--- config.mk ---
export PLATFORM = sky130hd
export DESIGN_NAME = qam_carrier_acq_ctrl_flat
export DESIGN_NICKNAME = d
export VERILOG_FILES = /design/src/rtl/qam_carrier_acq_ctrl_if.sv /design/src/rtl/qam_carrier_acq_ctrl.sv /design/src/flat_wrapper.sv
export SDC_FILE = /design/constraint.sdc
export NUM_CORES = 1
export LEC_CHECK = 0
export ABC_AREA = 1
export CORE_MARGIN = 4
export CORE_UTILIZATION = 34
export CTS_CLUSTER_SIZE = 12
export DETAILED_ROUTE_END_ITERATION = 8
export PLACE_DENSITY = 0.55
export SKIP_LAST_GASP = 1
export SYNTH_ARGS = -nofsm -noshare
export SYNTH_HDL_FRONTEND = slang
export SYNTH_SLANG_ARGS = --single-unit
--- constraint.sdc ---
create_clock -name clk -period 5.4 [get_ports clk]
set_clock_uncertainty 0.1 [all_clocks]
set_input_delay 1.35 -clock clk [delete_from_list [all_inputs] [get_ports clk]]
set_output_delay 1.35 -clock clk [all_outputs]
set_load 0.01 [all_outputs]
--- src/rtl/qam_carrier_acq_ctrl_if.sv ---
// Purpose: bundles the control-side signals of the carrier acquisition
//   sequencer so the sequencer and its driver connect through one port.
// Signals:
//   enable   (master->slave) run acquisition when 1, return to IDLE when 0
//   bitsync  (master->slave) one-cycle symbol strobe
//   pd       (master->slave) signed 34-bit phase-detector sample
//   carrier  (slave->master) 37-bit NCO phase increment
//   gain_sel (slave->master) loop gain set: 0 off, 1 wide, 2 narrow
//   loop_clr (slave->master) one-cycle loop-filter integrator clear
//   locked / failed (slave->master) status flags
//   state    (slave->master) FSM state code for debug and checkers
// Handshake: there is no valid/ready pair here. bitsync is a strobe that
//   qualifies pd for exactly the cycle it is high. The sequencer never
//   back-pressures and samples pd only in that cycle. All slave outputs
//   are registered.
interface qam_carrier_acq_ctrl_if;
  logic        enable;
  logic        bitsync;
  logic [33:0] pd;
  logic [36:0] carrier;
  logic [1:0]  gain_sel;
  logic        loop_clr;
  logic        locked;
  logic        failed;
  logic [2:0]  state;

  modport master (
    output enable, bitsync, pd,
    input  carrier, gain_sel, loop_clr, locked, failed, state
  );

  modport slave (
    input  enable, bitsync, pd,
    output carrier, gain_sel, loop_clr, locked, failed, state
  );
endinterface

--- src/rtl/qam_carrier_acq_ctrl.sv ---
// Purpose: acquisition/tracking sequencer for the 16QAM carrier-recovery
//   loop. It sweeps the NCO centre frequency across a grid of
//   CENTER_FREQ + k*STEP, k = -N_STEP..+N_STEP. It selects the loop gain
//   set and clears the loop integrator on every retune. It declares lock
//   from the count of symbols whose |pd| is below PD_TH within each
//   WIN-symbol window.
// Ports:
//   clk  system clock
//   rst  asynchronous reset, active high
//   bus  qam_carrier_acq_ctrl_if.slave
//        inputs:  enable, bitsync, pd
//        outputs: carrier, gain_sel, loop_clr, locked, failed, state
module qam_carrier_acq_ctrl #(
  parameter logic [36:0] CENTER_FREQ = 37'd34359738368,
  parameter logic [36:0] STEP        = 37'd8589935,
  parameter int          N_STEP      = 4,
  parameter int          WIN         = 64,
  parameter logic [33:0] PD_TH       = 34'd16777216,
  parameter int          PULL_TH     = 40,
  parameter int          LOCK_TH     = 56,
  parameter int          UNLOCK_TH   = 32,
  parameter int          MISS        = 2,
  parameter int          MAX_SWEEPS  = 3
) (
  input  logic                   clk,
  input  logic                   rst,
  qam_carrier_acq_ctrl_if.slave  bus
);

  typedef enum logic [2:0] {
    S_IDLE   = 3'd0,
    S_SWEEP  = 3'd1,
    S_PULLIN = 3'd2,
    S_TRACK  = 3'd3,
    S_FAIL   = 3'd4
  } state_t;

  localparam int SW = $clog2(WIN);
  localparam int GW = $clog2(WIN + 1);

  localparam logic [SW-1:0]       SYM_LAST    = SW'(WIN - 1);
  localparam logic [GW-1:0]       PULL_TH_W   = GW'(PULL_TH);
  localparam logic [GW-1:0]       LOCK_TH_W   = GW'(LOCK_TH);
  localparam logic [GW-1:0]       UNLOCK_TH_W = GW'(UNLOCK_TH);
  localparam logic [1:0]          MISS_LAST   = 2'(MISS - 1);
  localparam logic [1:0]          SWEEP_LAST  = 2'(MAX_SWEEPS - 1);
  localparam logic signed [3:0]   K_MAX       = 4'(N_STEP);
  localparam logic signed [3:0]   K_MIN       = -K_MAX;
  localparam logic [33:0]         PD_MIN      = {1'b1, 33'd0};
  localparam logic [33:0]         PD_SAT      = {1'b0, {33{1'b1}}};

  state_t                state_q, state_d;
  logic signed [3:0]     k_q, k_d;
  logic [1:0]            sweeps_q, sweeps_d;
  logic [1:0]            miss_q, miss_d;
  logic [SW-1:0]         sym_cnt_q, sym_cnt_d;
  logic [GW-1:0]         good_cnt_q, good_cnt_d;
  logic [36:0]           carrier_q, carrier_d;
  logic [1:0]            gain_sel_q, gain_sel_d;
  logic                  loop_clr_q, loop_clr_d;
  logic                  locked_q, locked_d;
  logic                  failed_q, failed_d;

  logic [33:0]           pd_mag;
  logic                  sym_good;
  logic                  sym_last;
  logic [GW-1:0]         good_total;
  logic signed [3:0]     k_adv;
  logic [1:0]            sweeps_adv;
  logic                  adv_fail;
  logic [36:0]           k_ext;
  logic                  restart;

  always_comb begin
    // |pd| with the most negative code clamped, so -2^33 is never "good".
    pd_mag = 34'd0;
    if (bus.pd[33]) begin
      pd_mag = (bus.pd == PD_MIN) ? PD_SAT : (~bus.pd + 34'd1);
    end else begin
      pd_mag = bus.pd;
    end
    sym_good   = bus.bitsync && (pd_mag < PD_TH);
    sym_last   = bus.bitsync && (sym_cnt_q == SYM_LAST);
    // The closing symbol of a window takes part in its own decision.
    good_total = good_cnt_q + GW'(sym_good);

    // Next grid point, with the wrap at +N_STEP and the sweep-limit test.
    k_adv      = k_q + 4'sd1;
    sweeps_adv = sweeps_q;
    adv_fail   = 1'b0;
    if (k_q == K_MAX) begin
      k_adv = K_MIN;
      if (sweeps_q == SWEEP_LAST) begin
        adv_fail = 1'b1;
      end else begin
        sweeps_adv = sweeps_q + 2'd1;
      end
    end

    state_d  = state_q;
    k_d      = k_q;
    sweeps_d = sweeps_q;
    miss_d   = miss_q;

    // Dropping enable wins over any window decision in the same cycle.
    if (state_q != S_IDLE && !bus.enable) begin
      state_d  = S_IDLE;
      k_d      = 4'sd0;
      sweeps_d = 2'd0;
      miss_d   = 2'd0;
    end else begin
      case (state_q)
        S_IDLE: begin
          k_d      = 4'sd0;
          sweeps_d = 2'd0;
          miss_d   = 2'd0;
          if (bus.enable) begin
            state_d = S_SWEEP;
            k_d     = K_MIN;
          end
        end
        S_SWEEP: begin
          if (sym_last) begin
            if (good_total >= PULL_TH_W) begin
              state_d = S_PULLIN;
            end else if (adv_fail) begin
              state_d = S_FAIL;
              k_d     = 4'sd0;
            end else begin
              k_d      = k_adv;
              sweeps_d = sweeps_adv;
            end
          end
        end
        S_PULLIN: begin
          if (sym_last) begin
            if (good_total >= LOCK_TH_W) begin
              state_d = S_TRACK;
              miss_d  = 2'd0;
            end else if (good_total < PULL_TH_W) begin
              if (adv_fail) begin
                state_d = S_FAIL;
                k_d     = 4'sd0;
              end else begin
                state_d  = S_SWEEP;
                k_d      = k_adv;
                sweeps_d = sweeps_adv;
              end
            end
          end
        end
        S_TRACK: begin
          if (sym_last) begin
            if (good_total < UNLOCK_TH_W) begin
              if (miss_q == MISS_LAST) begin
                // Lock lost: restart the sweep from the current grid point.
                state_d  = S_SWEEP;
                sweeps_d = 2'd0;
                miss_d   = 2'd0;
              end else begin
                miss_d = miss_q + 2'd1;
              end
            end else begin
              miss_d = 2'd0;
            end
          end
        end
        S_FAIL: begin
          k_d = 4'sd0;
        end
        default: begin
          state_d  = S_IDLE;
          k_d      = 4'sd0;
          sweeps_d = 2'd0;
          miss_d   = 2'd0;
        end
      endcase
    end

    // Window counters restart on every state change or retune. A bitsync
    // that coincides with such a change is dropped rather than counted.
    restart = (state_d != state_q) || (k_d != k_q) || sym_last ||
              (state_q == S_IDLE) || (state_q == S_FAIL);
    sym_cnt_d  = sym_cnt_q;
    good_cnt_d = good_cnt_q;
    if (restart) begin
      sym_cnt_d  = '0;
      good_cnt_d = '0;
    end else if (bus.bitsync) begin
      sym_cnt_d  = sym_cnt_q + SW'(1);
      good_cnt_d = good_total;
    end

    // Modulo-2^37 add. The sign-extended k times STEP wraps correctly.
    k_ext     = {{33{k_d[3]}}, k_d};
    carrier_d = (state_d == S_FAIL) ? CENTER_FREQ : (CENTER_FREQ + k_ext * STEP);

    loop_clr_d = (carrier_d != carrier_q) ||
                 ((state_d != state_q) && (state_d == S_SWEEP || state_d == S_IDLE));

    gain_sel_d = 2'd0;
    if (state_d == S_SWEEP || state_d == S_PULLIN) gain_sel_d = 2'd1;
    if (state_d == S_TRACK) gain_sel_d = 2'd2;
    locked_d = (state_d == S_TRACK);
    failed_d = (state_d == S_FAIL);
  end

  always_ff @(posedge clk or posedge rst) begin
    if (rst) begin
      state_q    <= S_IDLE;
      k_q        <= 4'sd0;
      sweeps_q   <= 2'd0;
      miss_q     <= 2'd0;
      sym_cnt_q  <= '0;
      good_cnt_q <= '0;
      carrier_q  <= CENTER_FREQ;
      gain_sel_q <= 2'd0;
      loop_clr_q <= 1'b0;
      locked_q   <= 1'b0;
      failed_q   <= 1'b0;
    end else begin
      state_q    <= state_d;
      k_q        <= k_d;
      sweeps_q   <= sweeps_d;
      miss_q     <= miss_d;
      sym_cnt_q  <= sym_cnt_d;
      good_cnt_q <= good_cnt_d;
      carrier_q  <= carrier_d;
      gain_sel_q <= gain_sel_d;
      loop_clr_q <= loop_clr_d;
      locked_q   <= locked_d;
      failed_q   <= failed_d;
    end
  end

  assign bus.carrier  = carrier_q;
  assign bus.gain_sel = gain_sel_q;
  assign bus.loop_clr = loop_clr_q;
  assign bus.locked   = locked_q;
  assign bus.failed   = failed_q;
  assign bus.state    = state_q;

endmodule

--- src/flat_wrapper.sv ---
// flat-port wrapper written by rule: the top's interface ports become plain ports
module qam_carrier_acq_ctrl_flat 
#(
  parameter logic [36:0] CENTER_FREQ = 37'd34359738368,
  parameter logic [36:0] STEP        = 37'd8589935,
  parameter int          N_STEP      = 4,
  parameter int          WIN         = 64,
  parameter logic [33:0] PD_TH       = 34'd16777216,
  parameter int          PULL_TH     = 40,
  parameter int          LOCK_TH     = 56,
  parameter int          UNLOCK_TH   = 32,
  parameter int          MISS        = 2,
  parameter int          MAX_SWEEPS  = 3
)
  (clk, rst, bus_enable, bus_bitsync, bus_pd, bus_carrier, bus_gain_sel, bus_loop_clr, bus_locked, bus_failed, bus_state);
  qam_carrier_acq_ctrl_if bus_i ();
  input  logic clk;
  input  logic rst;
  input wire logic [$bits(bus_i.enable)-1:0] bus_enable;
  input wire logic [$bits(bus_i.bitsync)-1:0] bus_bitsync;
  input wire logic [$bits(bus_i.pd)-1:0] bus_pd;
  output wire logic [$bits(bus_i.carrier)-1:0] bus_carrier;
  output wire logic [$bits(bus_i.gain_sel)-1:0] bus_gain_sel;
  output wire logic [$bits(bus_i.loop_clr)-1:0] bus_loop_clr;
  output wire logic [$bits(bus_i.locked)-1:0] bus_locked;
  output wire logic [$bits(bus_i.failed)-1:0] bus_failed;
  output wire logic [$bits(bus_i.state)-1:0] bus_state;
  assign bus_i.enable = bus_enable;
  assign bus_i.bitsync = bus_bitsync;
  assign bus_i.pd = bus_pd;
  assign bus_carrier = bus_i.carrier;
  assign bus_gain_sel = bus_i.gain_sel;
  assign bus_loop_clr = bus_i.loop_clr;
  assign bus_locked = bus_i.locked;
  assign bus_failed = bus_i.failed;
  assign bus_state = bus_i.state;
  qam_carrier_acq_ctrl #(.CENTER_FREQ(CENTER_FREQ), .STEP(STEP), .N_STEP(N_STEP), .WIN(WIN), .PD_TH(PD_TH), .PULL_TH(PULL_TH), .LOCK_TH(LOCK_TH), .UNLOCK_TH(UNLOCK_TH), .MISS(MISS), .MAX_SWEEPS(MAX_SWEEPS)) u_core (.clk(clk), .rst(rst), .bus(bus_i));
endmodule
==> results of run 1 <==
[synthesized netlist by cell type, types with 2 or more instances]
library cell / count / area [um^2]
a211oi_1: 3 / 22.5
a21o_1: 4 / 30.0
a21oi_1: 20 / 100
a21oi_2: 3 / 26.3
buf_4: 13 / 97.6
buf_6: 4 / 45.0
clkbuf_8: 2 / 27.5
dfrtp_1: 55 / 1380
fa_1: 5 / 100
ha_1: 49 / 613
inv_1: 124 / 465
nand2_1: 191 / 717
nand2_2: 9 / 56.3
nand3_1: 55 / 275
nand3_2: 3 / 30.0
nand3b_1: 13 / 97.6
nand4_1: 17 / 106
nor2_1: 62 / 233
nor2_2: 8 / 50.1
nor3_1: 8 / 40.0
nor4_1: 2 / 12.5
o211ai_1: 4 / 30.0
o21ai_0: 26 / 130
o21bai_1: 2 / 15.0
or2_2: 5 / 31.3
xnor2_1: 6 / 52.6
xor2_1: 17 / 149
[layer usage]
metal  vias to the layer above  GRT usage (%)
met4                         0           6.35
li1                       2749              -
met5                         -              0
met1                      2477           22.8
met3                        25           3.58
met2                        93           32.5
[per-stage QoR]
| stage | total power [mW] | setup slack, ps | hold WS (ps) | util (%) | setup TNS [ps] |
|---|---|---|---|---|---|
| CTS | 3.03 | -1630 | 397 | 52.6 | -22710 |
| floorplan | 1.59 | -1690 | 357 | - | -22990 |
| global placement | 2.44 | -2590 | 377 | 48.4 | -45200 |
| global route | 3.36 | -2160 | 430 | 53.7 | -32830 |
| detailed placement | 2.45 | -2720 | 384 | 48.4 | -50080 |
| finish | 3.08 | -1740 | 394 | 53.7 | -23810 |
[state kept, by name (all words and copies together) (netlist names)]
register,count
u_core.bus.carrier,28
u_core.bus.failed,1
u_core.bus.gain_sel,2
u_core.bus.loop_clr,1
u_core.bus.state,3
u_core.good_cnt_q,7
u_core.k_q,4
u_core.miss_q,2
u_core.sweeps_q,2
u_core.sym_cnt_q,6
[what timing repair did]
item | 4_1_cts | 5_1_grt
buffers inserted | 23 | 9
pin swaps | 66 | 17
setup endpoints to repair | 38 | 24
gates cloned | 0 | 0
resized for setup | 127 | 42
[worst paths after layout]
kind | start | end | slack [ps]
max in group asynchronous | rst | u_core.bus.carrier[5] | 3040
worst min-delay path | u_core.sweeps_q[0] | u_core.sweeps_q[0] | 390
worst max-delay path | bus_pd[20] | u_core.bus.loop_clr | -1740
worst min register to register | u_core.sweeps_q[0] | u_core.sweeps_q[0] | 390
min in group asynchronous | rst | u_core.sweeps_q[0] | 1310
worst max register to register | u_core.good_cnt_q[0] | u_core.bus.loop_clr | 320
[where the power goes]
part	leakage, nW	switching [mW]	internal (mW)	total, mW
Clock	0.0871	0.163	0.233	0.396
Combinational	3.35	1.03	1.03	2.06
Sequential	0.741	0.0960	0.528	0.624
Total	4.18	1.29	1.79	3.08
[logic make-up after synthesis]
kind of cell	count (synthesis)
flip-flops	56
XOR/XNOR	23
buffers and inverters	146
AND/OR/NAND/NOR	380
adder cells (fa/ha/maj)	54
other	1
AO/OA/AOI/OAI	70
[worst reg2reg max path: cells and delay by family, from the launching register on]
| kind | cells | cell delay [ps] |
|---|---|---|
| adder cells (fa/ha/maj) | 7 | 1800 |
| AND/OR/NAND/NOR | 19 | 1620 |
| AO/OA/AOI/OAI | 4 | 650 |
| flip-flops | 1 | 410 |
| buffers and inverters | 4 | 240 |
| XOR/XNOR | 1 | 130 |
[cell type report]
cell class	count	area, um^2
Clock buffer	6	139
Sequential cell	56	1400
Tap cell	184	230
Inverter	125	477
Timing Repair Buffer	232	1990
Clock inverter	2	38.8
Multi-Input combinational cell	528	3580
Fill cell	1426	6790
==> metrics.cfg, run 1 <==
[status]
status=finished with violations
violations=setup timing

[power]
p_per_area_mw_per_mm2=393
leakagePower_nw=4.18
ir_drop_mv=0.225

[yosys]
synth.area.mux_share_pct=0
synth-simple-area-share_pct=33.6
ys_types=47
syn_nets=822
synth_top_family_by_area=simple AND/OR/NAND/NOR gates
synthArstFlopShare_pct=100
syn-instance-count=730
synth_edf_count=0
syn-cell-area_mm2=0.00511
synth_seq_cells=56
synth_compound_area_share_pct=8.19
synth_ff_type=dfrtp_1
synth-xor-area-share_pct=3.94
synth_fa_ha_area_share_pct=13.9
syn_area_per_cell_um2=7.01
synth_warnings=0
ys_seq_area_share_pct=27.4

[sta]
hold_viol_final=0
min_period_ps=7140
tightestPinTransition_ps=532
post-route-period-util_pct=132
drv_slew=0
setup_viol=23
slew_headroom_pct=64.5
fmax_mhz=140
rsz0062_at_grt=yes
layout_setup_ws_ps=-1740

[cells_and_area]
fin_area_mm2=0.00786
drive_gt1_share_pct=32.1
layout_common_cells=nand2_1 (164), buf_4 (138), inv_1 (107)
area_growth_pct=53.6
nNetsFinal=1040
layout_commonest_cell=nand2_1
antenna_cells=0
finalNonFillerCells=1133

[global_route]
track_usage_pct=18.5
grt_overflow=0
grt_antenna_before_repair=0
grt_pass1_wl_um=25300
first_global_vias=5411
grt_max_degree=33

[worst_hold_path]
min-delay-path-class=reg -> reg
holdPathStages=1

[placement]
port_buffers=81
place_inst=1102
place_area_mm2=0.00708
hpwl_um=12300
gp_congestion=0.922

[die]
ios=83
rows=44
die_h_um=131
floorplan.initialDensity_pct=34.9
die-width_um=131
dieArea_mm2=0.0171
core_region_area_mm2=0.0146

[detailed_routing]
viasPerCell=4.72
ant_nets=0
dr_wl_met2_um=7680
post_drt_wl_per_cell_um=13.8
wl_met1_um=6970
vias=5344
first_pass_iters=5
drt_iter0_drc=177
met3_length_um=576
routed.top_layer=met4
routed_wl_um=15600
drcViolationCount=0

[job]
cap_violations=0

[clocking]
ctsHoldBuffers=0
cts.path.max_buffers=2
cts_tree=done
clock_latency_ps=310
cts.sinks=56
h-tree-depth=2
cts.clk_slew.worst_paths_ps=70
cts-root-buf=clkbuf_16
numCtsBuffers=5

[setup_path]
crit_family=simple AND/OR/NAND/NOR gates
crit_path_start_kind=input port
path_max_fanout=7
path_buf_inv=6
worst_path_max_delay_cell=fa_1
cp_num_cells=45
slowest_delay_ps=520
cp.required_ps=5490
worstSetupPathType=in -> reg
path_common_cell=nand2_2
arrival_ps=7230
worstSetupEndpointType=flop
r2r_cells=35

Note: power is estimated with default switching activity, not from simulation.
==> inputs of run 2 (changes only) <==
--- a/config.mk
+++ b/config.mk
@@ -10,6 +10,7 @@
 export CORE_UTILIZATION = 34
 export CTS_CLUSTER_SIZE = 12
 export DETAILED_ROUTE_END_ITERATION = 8
+export HOLD_SLACK_MARGIN = 0.12
 export PLACE_DENSITY = 0.55
 export SKIP_LAST_GASP = 1
 export SYNTH_ARGS = -nofsm -noshare
==> results of run 2 <==
Final layout, timing and power as in run 1 (identical DEF).
==> edit, RTL diff (config.mk and constraints of run 1) <==
`WIN` is set to 64 in 2 places; all go to 128.
--- a/src/rtl/qam_carrier_acq_ctrl.sv
+++ b/src/rtl/qam_carrier_acq_ctrl.sv
@@ -14,7 +14,7 @@
   parameter logic [36:0] CENTER_FREQ = 37'd34359738368,
   parameter logic [36:0] STEP        = 37'd8589935,
   parameter int          N_STEP      = 4,
-  parameter int          WIN         = 64,
+  parameter int          WIN         = 128,
   parameter logic [33:0] PD_TH       = 34'd16777216,
   parameter int          PULL_TH     = 40,
   parameter int          LOCK_TH     = 56,
--- a/src/flat_wrapper.sv
+++ b/src/flat_wrapper.sv
@@ -4,7 +4,7 @@
   parameter logic [36:0] CENTER_FREQ = 37'd34359738368,
   parameter logic [36:0] STEP        = 37'd8589935,
   parameter int          N_STEP      = 4,
-  parameter int          WIN         = 64,
+  parameter int          WIN         = 128,
   parameter logic [33:0] PD_TH       = 34'd16777216,
   parameter int          PULL_TH     = 40,
   parameter int          LOCK_TH     = 56,
Check against the original RTL: same outputs for any inputs over 10 cycles, from zero or initial values and one cycle with rst high; that may be too few to reach the edited logic, so the function may still have changed.
==> edit against run 1 <==
The run still ends with setup timing left; wire length increased by 7.4%; combinational power increased by 17%; utilization increased by 3.2 points; synthesized area increased by 4.9%; count of clock-buffer cells in the layout increased by 7; design area increased by 11%; setup slack got worse by 0.38 ns; highest routed layer unchanged; power increased by 20%; sequential cell count increased by 4.
==> edit: results (changes against run 1) <==
- The flow ran to the end, but the final reports show violations.
- The checks that failed: setup timing.
- The post-synthesis cell type count is 54 (+15%).
- The number of buffers other than clock buffers in the final layout is 245 (+5.6%).
- The count of endpoints failing setup in the final report is 28 (+22%).
- The headroom to the max-slew limit is 42.2% (-22 points).
- The fraction of area in clock buffers and inverters is 3.71% (+1.4 points).
- The least setup slack across all paths after layout came to -2.12 ns (-0.380 ns).
- The share of cells above drive strength 1 is 36.0% (+3.8 points).
- The flip-flop count of the largest register, all copies and words added is 30 (+7.1%).
- The met3 wire length is 611 um (+6.1%).
- The proportion of cell area occupied by registers was 17.3% (-0.58 points).
- The leakage power was 0.00439 uW (+5.1%).
- Sorting the synthesized cells by area gives the leading types as dfrtp_1, nand2_1, ha_1.
- The post-CTS setup-driven buffer insertion count is 28 (+22%).
- The synthesized netlist net count came to 854 (+3.9%).
- The maximum vdd ir drop was 0.000208 V (-7.3%).
- The via count of the first global-routing pass is 5900 (+9.0%).
- The average size of a mapped cell is 7.05 sq um (+0.64%).
- The number of nets in the layout is 1094 (+5.2%).
- The post-layout instance area was 8700 sq um (+11%).
- The largest net degree at the start of global routing is 36 (+9.1%).
- The final cell count without fillers is 1217 (+7.4%).
- The minimum setup slack after placement was -3.03 ns (-0.314 ns).
- The overall track demand over capacity in global routing is 19.5% (+0.91 points).
- The number of clock buffers inserted by TritonCTS came to 9 (+4).
- The met3 usage is 3.93% (+0.35 points).
- The final-layout clock buffer total was 13 (+7).
- The count of sequential standard cells is 60 (+7.1%).
- The post-placement cell area is 7710 sq um (+8.8%).
- The die outline area is 17900 sq um (+4.6%).
==> edit: cell types whose count changed after synthesis, moves of 6 or more <==
cell	delta
nor2_2	-6
o21ai_0	-7
xnor2_1	+7
nand2_1	-9
nor2_1	+27
==> edit: path summary, 6_finish.rpt <==
kind | start | end | slack (ns) | cells past startpoint
worst max-delay path | bus_pd[3] | u_core.bus.loop_clr | -2.12 | 47
worst min-delay path | u_core.miss_q[1] | u_core.miss_q[1] | 0.37 | 2
worst max register to register | u_core.good_cnt_q[0] | u_core.bus.loop_clr | 0.09 | 37
worst min register to register | u_core.miss_q[1] | u_core.miss_q[1] | 0.37 | 2
max in group asynchronous | rst | u_core.bus.carrier[35] | 2.89 | 3
min in group asynchronous | rst | u_core.bus.carrier[1] | 1.41 | 2
==> edit: kinds of logic after synthesis <==
kind of cell / synth area share (%)
AND/OR/NAND/NOR: 33.2
AO/OA/AOI/OAI: 9.23
flip-flops: 28.0
other: 0.0699
XOR/XNOR: 4.73
buffers and inverters: 11.3
adder cells (fa/ha/maj): 13.5
==> edit: through the flow <==
step	TNS (ns)	hold WS (ns)
2_1_floorplan	-37.71	0.336
3_3_place_gp	-65.47	0.350
3_5_place_dp	-70.40	0.353
4_1_cts	-38.81	0.370
5_1_grt	-54.18	0.405
6_report	-38.74	0.369
==> edit: power by group <==
group | switching, uW | internal [uW] | total (uW)
Sequential | 106 | 581 | 687
Clock | 227 | 407 | 633
Combinational | 1220 | 1180 | 2400
==> edit: worst register-to-register path: cells and delay by family, from the launching register on <==
family | cells | cell delay, ns
compound gates | 4 | 0.42
fa+ha+maj | 7 | 1.84
buf+inv | 6 | 0.45
flops | 1 | 0.38
simple gates | 20 | 2.01
